--- src/rtl/regfile_wb_arbiter.sv ---
// Writeback arbiter: NREQ requesters onto two regfile write ports, round-robin with starvation forcing.
// Grant is combinational; load/r/in are registered (1 cycle); losers and stalled requesters hold until ready.
module regfile_wb_arbiter #(
    parameter int NREQ         = 3,
    parameter int STARVE_LIMIT = 4
) (
    input  logic                 clk,
    input  logic                 rst,
    input  logic                 stall,
    input  logic [NREQ-1:0]      req_valid,
    input  logic [NREQ-1:0][1:0] req_reg,
    input  logic [NREQ-1:0][7:0] req_data,
    output logic [NREQ-1:0]      req_ready,
    output logic                 load1,
    output logic                 load2,
    output logic [1:0]           r1,
    output logic [1:0]           r2,
    output logic [7:0]           in1,
    output logic [7:0]           in2,
    output logic [3:0]           pending
);
    localparam int PW = $clog2(NREQ);
    localparam int CW = $clog2(STARVE_LIMIT + 1);

    logic [PW-1:0]          rr_ptr_q, rr_ptr_d;
    logic [NREQ-1:0][CW-1:0] wait_q, wait_d;
    logic                   load1_q, load2_q;
    logic [1:0]             r1_q, r2_q;
    logic [7:0]             in1_q, in2_q;

    logic                   force_vld, g1_vld, g2_vld;
    logic [PW-1:0]          force_idx, g1_idx, g2_idx, idx;

    // Forced requester takes port 1 first, then the round-robin scan fills the rest.
    always_comb begin
        force_vld = 1'b0;
        force_idx = '0;
        for (int i = NREQ - 1; i >= 0; i--) begin
            if (req_valid[i] && wait_q[i] == CW'(STARVE_LIMIT)) begin
                force_vld = 1'b1;
                force_idx = PW'(i);
            end
        end
        g1_vld = force_vld;
        g1_idx = force_idx;
        g2_vld = 1'b0;
        g2_idx = '0;
        idx    = '0;
        for (int k = 0; k < NREQ; k++) begin
            idx = PW'((int'(rr_ptr_q) + k) % NREQ);
            if (req_valid[idx] && !(force_vld && idx == force_idx)) begin
                if (!g1_vld) begin
                    g1_vld = 1'b1;
                    g1_idx = idx;
                end else if (!g2_vld && req_reg[idx] != req_reg[g1_idx]) begin
                    g2_vld = 1'b1;
                    g2_idx = idx;
                end
            end
        end
        if (stall || rst) begin
            g1_vld = 1'b0;
            g2_vld = 1'b0;
        end
    end

    always_comb begin
        req_ready = '0;
        if (g1_vld) req_ready[g1_idx] = 1'b1;
        if (g2_vld) req_ready[g2_idx] = 1'b1;
    end

    // Stall freezes the counters, but a dropped request still clears its own count.
    always_comb begin
        for (int i = 0; i < NREQ; i++) begin
            wait_d[i] = wait_q[i];
            if (!req_valid[i] || req_ready[i]) begin
                wait_d[i] = '0;
            end else if (!stall && wait_q[i] != CW'(STARVE_LIMIT)) begin
                wait_d[i] = wait_q[i] + CW'(1);
            end
        end
        rr_ptr_d = g1_vld ? PW'((int'(g1_idx) + 1) % NREQ) : rr_ptr_q;
    end

    always_ff @(posedge clk or posedge rst) begin
        if (rst) begin
            rr_ptr_q <= '0;
            wait_q   <= '0;
            load1_q  <= 1'b0;
            load2_q  <= 1'b0;
            r1_q     <= '0;
            r2_q     <= '0;
            in1_q    <= '0;
            in2_q    <= '0;
        end else begin
            rr_ptr_q <= rr_ptr_d;
            wait_q   <= wait_d;
            load1_q  <= g1_vld;
            load2_q  <= g2_vld;
            if (g1_vld) begin
                r1_q  <= req_reg[g1_idx];
                in1_q <= req_data[g1_idx];
            end
            if (g2_vld) begin
                r2_q  <= req_reg[g2_idx];
                in2_q <= req_data[g2_idx];
            end
        end
    end

    always_comb begin
        pending = '0;
        for (int k = 0; k < 4; k++) begin
            pending[k] = (load1_q && r1_q == 2'(k)) || (load2_q && r2_q == 2'(k));
        end
    end

    assign load1 = load1_q;
    assign load2 = load2_q;
    assign r1    = r1_q;
    assign r2    = r2_q;
    assign in1   = in1_q;
    assign in2   = in2_q;

endmodule

--- config.mk ---
export PLATFORM = sky130hd
export DESIGN_NAME = regfile_wb_arbiter
export DESIGN_NICKNAME = d
export VERILOG_FILES = /design/src/rtl/regfile_wb_arbiter.sv
export SDC_FILE = /design/constraint.sdc
export NUM_CORES = 1
export LEC_CHECK = 0
export ABC_AREA = 1
export CORE_ASPECT_RATIO = 1.75
export CORE_MARGIN = 5
export CORE_UTILIZATION = 56
export CTS_CLUSTER_DIAMETER = 150
export CTS_CLUSTER_SIZE = 25
export DETAILED_ROUTE_END_ITERATION = 10
export GPL_TIMING_DRIVEN = 0
export PLACE_DENSITY = 0.95
export SLEW_MARGIN = 5
export SYNTH_ARGS = -nofsm -noshare
export SYNTH_HDL_FRONTEND = slang
export SYNTH_SLANG_ARGS = --single-unit
--- constraint.sdc ---
create_clock -name clk -period 5.25 [get_ports clk]
set_input_delay 0.7875 -clock clk [delete_from_list [all_inputs] [get_ports clk]]
set_output_delay 0.7875 -clock clk [all_outputs]
set_load 0.02 [all_outputs]
=== Word-level counts from Yosys, hierarchy flattened ===
Index checks and enable logic that the tools add are counted.

* Bits in latches: 0
* Logic and storage cells: 168
* Memories: 0
* Memory bits (read-only): 0
* Memory bits (writable): 0
* Register bits: 33

* $lt $le $gt $ge: 10
* Bitwise gates (word level): 1
* Eq/ne operators: 18
* Muxes and demuxes: 73
* Div/mod/pow operators: 4
* Reductions and logical operators: 46
* Shifts and indexed selects: 0
* Add/subtract/negate cells: 6
* $mul: 0

{| class="wikitable"
|+ Operator list
! kind !! number
|-
| modulo 32 x 3 -> 32 bit, second input constant || 3
|-
| 2-to-1 mux 2 bit || 26
|-
| binary-select mux 2 bit (select 2 bit) || 8
|-
| binary-select mux 8 bit (select 2 bit) || 2
|-
| modulo 3 x 3 -> 32 bit, second input constant || 1
|-
| logical AND 1 bit || 24
|-
| < comparator 2 x 3 -> 1 bit, second input constant || 8
|-
| 2-to-1 mux 3 bit || 8
|-
| 2-to-1 mux 1 bit || 22
|-
| 2-to-1 mux 8 bit || 2
|-
| adder 3 x 1 -> 3 bit, second input constant || 3
|-
| equality test 3 bit, second input constant || 3
|-
| logical NOT 1 bit || 9
|-
| inequality test 3 bit, second input constant || 3
|-
| equality test 2 bit, second input constant || 4
|-
| logical OR 1 bit || 8
|-
| adder 2 x 1 -> 3 bit, second input constant || 2
|-
| binary-select mux 1 bit (select 2 bit) || 3
|-
| equality test 2 bit || 3
|-
| inequality test 2 bit || 3
|-
| nonzero test 2 bit || 3
|-
| demux 1 bit (select 2 bit) || 2
|-
| equality test 2 x 1 -> 1 bit, second input constant || 2
|-
| >= comparator 2 x 1 -> 1 bit, second input constant || 2
|-
| 3 further kinds || 4
|}

=== Logic depth before layout (Yosys ltp) ===
Gate-level depths: netlist (run 1).

* Depth in word-level cells: 30
* Gate-level depth with buffers: 25
* Depth with buffers taken out: 24

=== Least setup slack after synthesis (run 1) ===
Ideal clock, no wire load.

* Path kind: input-to-output
* Start point: in req_valid[2]
* End point: out req_ready[0]
* Path buffers: 1
* Cell stages on the path: 15
* Arrival: 2661 ps
* Slack: 1802 ps
* Cells stage by stage: nand3_1 > inv_1 > nand3_2 > nand2_1 > nand2_1 > nor2_1 > nor2_1 > nor3_1 > nand2_1 > o21ai_1 > buf_2 > inv_1 > ha_1 > nand2_1 > nand2_1

* Cells in the longest elaborated chain, start to end: 27

{| class="wikitable"
|+ Ends and longest elaborated chain
! what !! line !! text
|-
| start: declaration || 10 || <nowiki>input logic [NREQ-1:0] req_valid,</nowiki>
|-
| logical AND 1 bit || 39 || <nowiki>if (req_valid[i] && wait_q[i] == CW'(STARVE_LIMIT)) begin</nowiki>
|-
| 2-to-1 mux 2 bit (3 in a row) || 39 ||
|-
| equality test 2 bit || 51 || <nowiki>if (req_valid[idx] && !(force_vld && idx == force_idx)) begin</nowiki>
|-
| logical AND 1 bit || 51 ||
|-
| logical NOT 1 bit || 51 ||
|-
| logical AND 1 bit || 51 ||
|-
| 2-to-1 mux 2 bit || 51 ||
|-
| binary-select mux 2 bit (select 2 bit) || 55 || <nowiki>end else if (!g2_vld && req_reg[idx] != req_reg[g1_idx]) begin</nowiki>
|-
| (+9 left out) || n/a ||
|-
| 2-to-1 mux 2 bit || 52 || <nowiki>if (!g1_vld) begin</nowiki>
|-
| 2-to-1 mux 2 bit || 51 ||
|-
| < comparator 2 x 3 -> 1 bit (implied by the code) or >= comparator 2 x 1 -> 1 bit (tied branches) || 70 || <nowiki>if (g2_vld) req_ready[g2_idx] = 1'b1;</nowiki>
|-
| logical AND 1 bit (implied by the code) || 70 ||
|-
| 2-to-1 mux 1 bit (implied by the code) || 70 ||
|-
| demux 1 bit (select 2 bit) || 70 ||
|-
| bitwise OR 3 bit (no line) || n/a ||
|-
| 2-to-1 mux 3 bit * || 70 ||
|-
| end: declaration || 13 || <nowiki>output logic [NREQ-1:0] req_ready,</nowiki>
|}

Mark *: on every way between the ends. The rest lies on a longest branch, timed or not. The select of a mux whose other input is x is not followed.

=== Worst setup path in the final report (run 1) ===
Ends and elaborated chain as after synthesis.

==> metrics.yaml, run 1 <==
grt:
  grt_pass1_vias: 3412
  antenna_found_initial: 0
  grt_max_degree: 34
  grt_overflow: 0
  grt_pass1_wl_um: 15400
  grt_usage_pct: 28.3
worst_setup_path:
  crit_required_ps: 4460
  criticalPathCategory: "in2out"
  cp_slowest_cell: "clkdlybuf4s50_1"
  arrival_ps: 4170
  start_kind: "input port"
  critPathCaptureType: "output pin"
  critPathMaxFanout: 10
  critPathMaxStageDelay_ps: 600
  worstPathCellList: "clkdlybuf4s50_1, nand3_2, inv_1, nand3_2, nand2_1, nand2_1, nor2_1, nor2_1, nor3_2, nand2_1, o21ai_1, clkbuf_4, inv_1, ha_1, nand2_1, nand2_1, clkdlybuf4s50_1"
  path_common_cell: "nand2_1"
synth:
  syn-num-nets: 500
  ys_warn_count: 0
  synth-seq-cells: 33
  yosys.area.top_type: "dfrtp_1"
  ys_seq_area_share_pct: 28.1
  yosys.area.top_type_share_pct: 28.1
  synth.distinct_cells: 42
  synth_area_leaders: "dfrtp_1 28%, nand2_1 16%, nand3_1 9.7%"
  syn_avg_cell_area_um2: 6.51
  synthCells: 452
  synth_ff_type: "dfrtp_1"
  synth_enable_flop_cells: 0
  async_flop_share_pct: 100
  synthesis.area_um2: 2940
die:
  die_h_um: 106
  die_width_um: 64.8
  rows: 35
  core_um2: 5170
  dieArea_um2: 6860
  start_util_pct: 56.9
  ios: 65
detailed_routing:
  routedWlPerCell_um: 16.9
  via_per_inst: 6.11
  vias: 3531
  ant_nets: 0
  drc: 0
  drt_iter0_drc: 256
  drt-total-wl_um: 9790
  firstDrtPassIters: 7
timing:
  max_freq_mhz: 202
  rsz0062_at_grt: "false"
  finClkSkew_ps: 1.51
  drv_slew: 0
  finalCritPeriodShare_pct: 94.5
  tightest_slew_ps: 679
  relSlewSlack_pct: 54.7
  setup_viol: 0
  hold_viol_final: 0
  finalWorstPathRequiredPeriod_ps: 4960
  setup-tns-final_ps: 0
power:
  p_per_area_nw_per_um2: 695
  p_leak_nw: 1.81
  irDropWorstVdd_v: 0.000422
cts:
  clk_latency_ps: 280
  cts_tree: "done"
  clockBufferDepth: 2
  htreeDepth: 2
  clock-sinks: 33
  cts_buffers: 5
  post_cts_buffers: 0
  clkTransAtPathRegs_ps: 70
  root_buffer: "clkbuf_8"
placed_design:
  dp_hpwl_um: 7330
  portBuffers: 64
  gp_congestion: 0.959
worst_hold_path:
  hold_class: "reg2reg"
flow_run:
  cap_violations: 0
final_layout:
  syn2layout_area_growth_pct: 27.6
  drive_above_1_share_pct: 10.5
  post-route-util_pct: 72.6
  num_antenna_cells: 0
  num-nets-final: 571
outcome:
  outcome: "finished clean"
## final timing paths
| check | start | slack [ps] | to | cells past startpoint |
|---|---|---|---|---|
| max in group asynchronous | rst | 3860 | in1[6] | 2 |
| min reg2reg | in2[1] | 510 | in2[1] | 2 |
| max reg2reg | rr_ptr_q[0] | 2020 | wait_q[8] | 15 |
| min | in2[1] | 510 | in2[1] | 2 |
| max | req_valid[2] | 290 | req_ready[0] | 17 |
| min in group asynchronous | rst | 950 | wait_q[4] | 2 |
## routing by layer
metal  vias to the layer above  share of wire (%)  GRT usage, %
li1                       1621                  -             -
met1                      1610                 33          27.6
met2                       230                 53          52.7
met3                        70                6.6          3.09
met4                         0                7.4          20.4
met5                         -                  0             0
## timing repair
item                                    in CTS  in global routing
endpoints found under the setup margin       0                  3
hold buffers                                 0                  0
resized for setup                            0                  6
## power by group
part	internal (mW)	switching (mW)	leakage [nW]
clock network	0.104	0.0912	0.0443
registers	0.359	0.0813	0.405
logic	0.699	1.27	1.36
## cells by family after synthesis
kind of cell / after synthesis / share of synthesized area, %
AO/OA/AOI/OAI: 79 / 16.3
XOR/XNOR: 9 / 2.68
adder cells (fa/ha/maj): 12 / 5.10
buffers and inverters: 63 / 9.15
flip-flops: 33 / 28.1
AND/OR/NAND/NOR: 256 / 38.7
## through the flow
step	setup slack [ps]	instance area (um2)	std cells	hold slack [ps]	total power [mW]
3_3_place_gp	169	3650	571	488	2.25
5_1_grt	52.6	3750	578	544	2.79
4_1_cts	70.7	3740	578	508	2.55
6_report	289	3750	578	507	2.61
3_5_place_dp	106	3650	571	488	2.32
2_1_floorplan	1800	2940	452	536	1.73
## flip-flops by register name (all words and copies together), names as in the netlist
register,cells
in1,8
load1,1
in2,8
r1,2
rr_ptr_q,2
load2,1
wait_q,9
r2,2
## Yosys cell counts, types with 3 or more instances
master and count:
nand2_1 124, nand3_1 57, nor2_1 52, inv_1 39, a21oi_1 33, dfrtp_1 33
o21ai_0 20, ha_1 12, buf_2 8, xor2_1 8, inv_2 7, nand2_2 7
nand3_2 5, o21ai_1 4, a22oi_1 3, clkbuf_1 3
## final cells by class
| type | instances | area, um2 |
|---|---|---|
| buffer | 15 | 92.6 |
| inverter | 48 | 180 |
| sequential | 33 | 826 |
| multi-input combinational | 356 | 1860 |
| tap | 55 | 68.8 |
| timing repair buffer | 64 | 641 |
| clock buffer | 7 | 86.3 |
| fill | 413 | 1410 |
## placed cells by master, fill, tap and decap left out, types with 3 or more instances in the layout
master / instances
a21oi_1: 33
a22oi_1: 3
buf_2: 7
clkbuf_1: 3
clkbuf_8: 6
clkdlybuf4s50_1: 64
dfrtp_1: 33
ha_1: 12
inv_1: 38
inv_2: 8
nand2_1: 124
nand2_2: 7
nand3_1: 56
nand3_2: 6
nor2_1: 51
o21ai_0: 20
o21ai_1: 4
xor2_1: 8
## worst max-delay path: cells and delay by family
kind                       cells  cell delay [ps]
buffers and inverters          5             1610
and+or+nand+nor               10             1290
AOI/OAI and AO/OA              1              260
adders and majority gates      1              190
Power figures use the tool's default switching activity.
==> run 2, diff against run 1 <==
--- a/config.mk
+++ b/config.mk
@@ -8,12 +8,12 @@
 export ABC_AREA = 1
 export CORE_ASPECT_RATIO = 1.75
 export CORE_MARGIN = 5
-export CORE_UTILIZATION = 56
+export CORE_UTILIZATION = 52
 export CTS_CLUSTER_DIAMETER = 150
 export CTS_CLUSTER_SIZE = 25
 export DETAILED_ROUTE_END_ITERATION = 10
 export GPL_TIMING_DRIVEN = 0
-export PLACE_DENSITY = 0.95
+export PLACE_DENSITY = 0.91
 export SLEW_MARGIN = 5
 export SYNTH_ARGS = -nofsm -noshare
 export SYNTH_HDL_FRONTEND = slang
==> constraint.sdc (replaced) <==
create_clock -name clk -period 5.2 [get_ports clk]
set_input_delay 0.78 -clock clk [delete_from_list [all_inputs] [get_ports clk]]
set_output_delay 0.78 -clock clk [all_outputs]
set_load 0.02 [all_outputs]
==> metrics.yaml, run 2 (same netlist as run 1, synthesis figures left out) <==
final_layout:
  fill_cells: 464  # +12%
  largest_reg_flops: 9  # unchanged
  top_register: "wait_q"
  syn2layout_area_growth_pct: 29.3
  num_antenna_cells: 0  # unchanged
  drive_above_1_share_pct: 11.5  # +0.93 points
  layout_common_cells: "124 x nand2_1, 64 x clkdlybuf4s50_1, 57 x nand3_1, 49 x nor2_1, 38 x inv_1"
  final_common_cell: "nand2_1"
  num-nets-final: 571  # unchanged
timing:
  hold_viol_final: 0  # unchanged
  setup_viol: 0  # unchanged
  finalCritPeriodShare_pct: 95.4
  rsz0062_at_grt: "false"
  tightest_slew_ps: 697  # +17.8 ps
  drv_slew: 0  # unchanged
  relSlewSlack_pct: 53.5  # -1.2 points
  whs_ps: 524  # +17.2 ps
  setup-tns-final_ps: 0  # unchanged
  max_freq_mhz: 201
  finClkSkew_ps: 9.23  # +7.72 ps
  finalWorstPathRequiredPeriod_ps: 4960
grt:
  grt_max_degree: 34  # unchanged
  grt_pass1_vias: 3378  # -1.0%
  grt_overflow: 0  # unchanged
  grt_pass1_wl_um: 15200  # -1.1%
  grt_usage_pct: 27.0  # -1.3 points
  antenna_found_initial: 0  # unchanged
worst_setup_path:
  start_kind: "input port"
  crit_required_ps: 4420  # -40 ps
  worstPathCellList: "clkdlybuf4s50_1, nand3_1, nand3_2, nand3b_2, nand2_2, inv_2, nand2_1, nand2_1, nand2_1, nand2_1, nand2_1, nand2_2, a21oi_4, o21bai_2, nand2_4, nor2_4, nand2_2, nand2_1, clkdlybuf4s50_1"
  critPathMaxFanout: 8  # -2
  crit_buf_inv: 3  # -2
  path_common_cell: "nand2_1"
  arrival_ps: 4180  # about the same
  critPathMaxStageDelay_ps: 600  # about the same
  crit_family: "simple AND/OR/NAND/NOR gates"
  cp_slowest_cell: "clkdlybuf4s50_1"
  criticalPathCategory: "in2out"
  critPathCaptureType: "output pin"
die:
  rows: 36  # +2.9%
  start_util_pct: 53.1  # -3.8 points
  dieArea_um2: 7320  # +6.7%
  die_width_um: 66.9  # +3.2%
  ios: 65  # unchanged
  die_h_um: 109  # +3.4%
  core_um2: 5540  # +7.2%
cts:
  cts_tree: "done"
  clkTransAtPathRegs_ps: 70  # about the same
  clock-sinks: 33  # unchanged
  post_cts_buffers: 0  # unchanged
  clockBufferDepth: 2  # unchanged
  cts_buffers: 5  # unchanged
  clk_latency_ps: 300  # +20 ps
  htreeDepth: 2  # unchanged
  root_buffer: "clkbuf_8"
detailed_routing:
  drc: 0  # unchanged
  ant_nets: 0  # unchanged
  drt-total-wl_um: 9430  # -3.7%
  vias: 3411  # -3.4%
  firstDrtPassIters: 5  # -2
  via_per_inst: 5.69  # -6.9%
  drt_iter0_drc: 286  # +12%
  routedWlPerCell_um: 15.7  # -7.2%
power:
  p_leak_nw: 1.82  # +0.57%
  p_per_area_nw_per_um2: 693  # -0.27%
  p_total_mw: 2.64  # +1.0%
  irDropWorstVdd_v: 0.000437  # +3.7%
placed_design:
  portBuffers: 64  # unchanged
  dp_hpwl_um: 7360  # +0.45%
  gp_congestion: 0.932  # -2.7%
outcome:
  outcome: "finished clean"
flow_run:
  cap_violations: 0  # unchanged
worst_hold_path:
  hold_class: "reg2reg"
==> run 2: changes by cell type in the layout (fill, tap and decap cells not counted), sizes merged <==
cell | previous run | this run
clkinvlp | 0 | 1
==> run 2: area by class of cell <==
type                            count  area (um2)  share of cell area (%)
Buffer                             15        92.6                    2.44
Clock buffer                        7        96.3                    2.53
Clock inverter                      1        5.00                   0.132
Inverter                           48         184                    4.84
Multi-Input combinational cell    356        1860                    49.0
Sequential cell                    33         826                    21.7
Tap cell                           76        95.1                    2.50
Timing Repair Buffer               64         641                    16.8
==> run 2: layer usage <==
metal	share of wire (%)	vias up	wire length [um]	track usage (%)
met5	0	-	0	0
met4	6.0	0	565	19.9
met3	5.8	46	550	3.48
met2	54	162	5070	47.9
met1	34	1584	3240	28.2
li1	-	1619	-	-
==> run 2: path summary, 6_finish.rpt <==
kind,from,to,slack (ps),cells after the start
max,req_valid[2],req_ready[0],240,19
min,in2[2],in2[2],520,2
max reg2reg,rr_ptr_q[0],wait_q[8],2060,15
min reg2reg,in2[2],in2[2],520,2
max in group asynchronous,rst,in1[7],3790,2
min in group asynchronous,rst,wait_q[0],950,2
==> run 2: what timing repair did <==
item | CTS | global route
gates resized for setup | 0 | 9
endpoints found under the setup margin | 0 | 3
hold buffers | 0 | 0
==> run 2: stage by stage <==
stage | cells | util [%] | setup WS (ps) | cell area (um2)
after detailed placement | 592 | 66.4 | 97.6 | 3680
after global routing | 600 | 68.6 | 1.33 | 3800
after CTS | 600 | 68.2 | 62.2 | 3780
final | 600 | 68.6 | 237 | 3800
after floorplan | 452 | - | 1770 | 2940
after global placement | 592 | 66.4 | 125 | 3680
==> run 2: worst reg2reg max path: stages, from the launching register on <==
cell and delay, ps:
dfrtp_1 360, inv_1 70, ha_1 280, buf_2 210, inv_1 80, buf_2 200, nor2_1 200, a22oi_1 120
a31oi_1 290, nand3_1 120, nand2_1 210, clkinvlp_4 280, ha_1 270, nand2_1 80, nand3_1 140, a21oi_1 160
==> run 2: power breakdown <==
group          internal (mW)  total (mW)  switching, mW  leakage (nW)
sequential             0.362       0.437         0.0747         0.405
combinational          0.708        1.98           1.27          1.37
clock                  0.120       0.220          0.101        0.0542
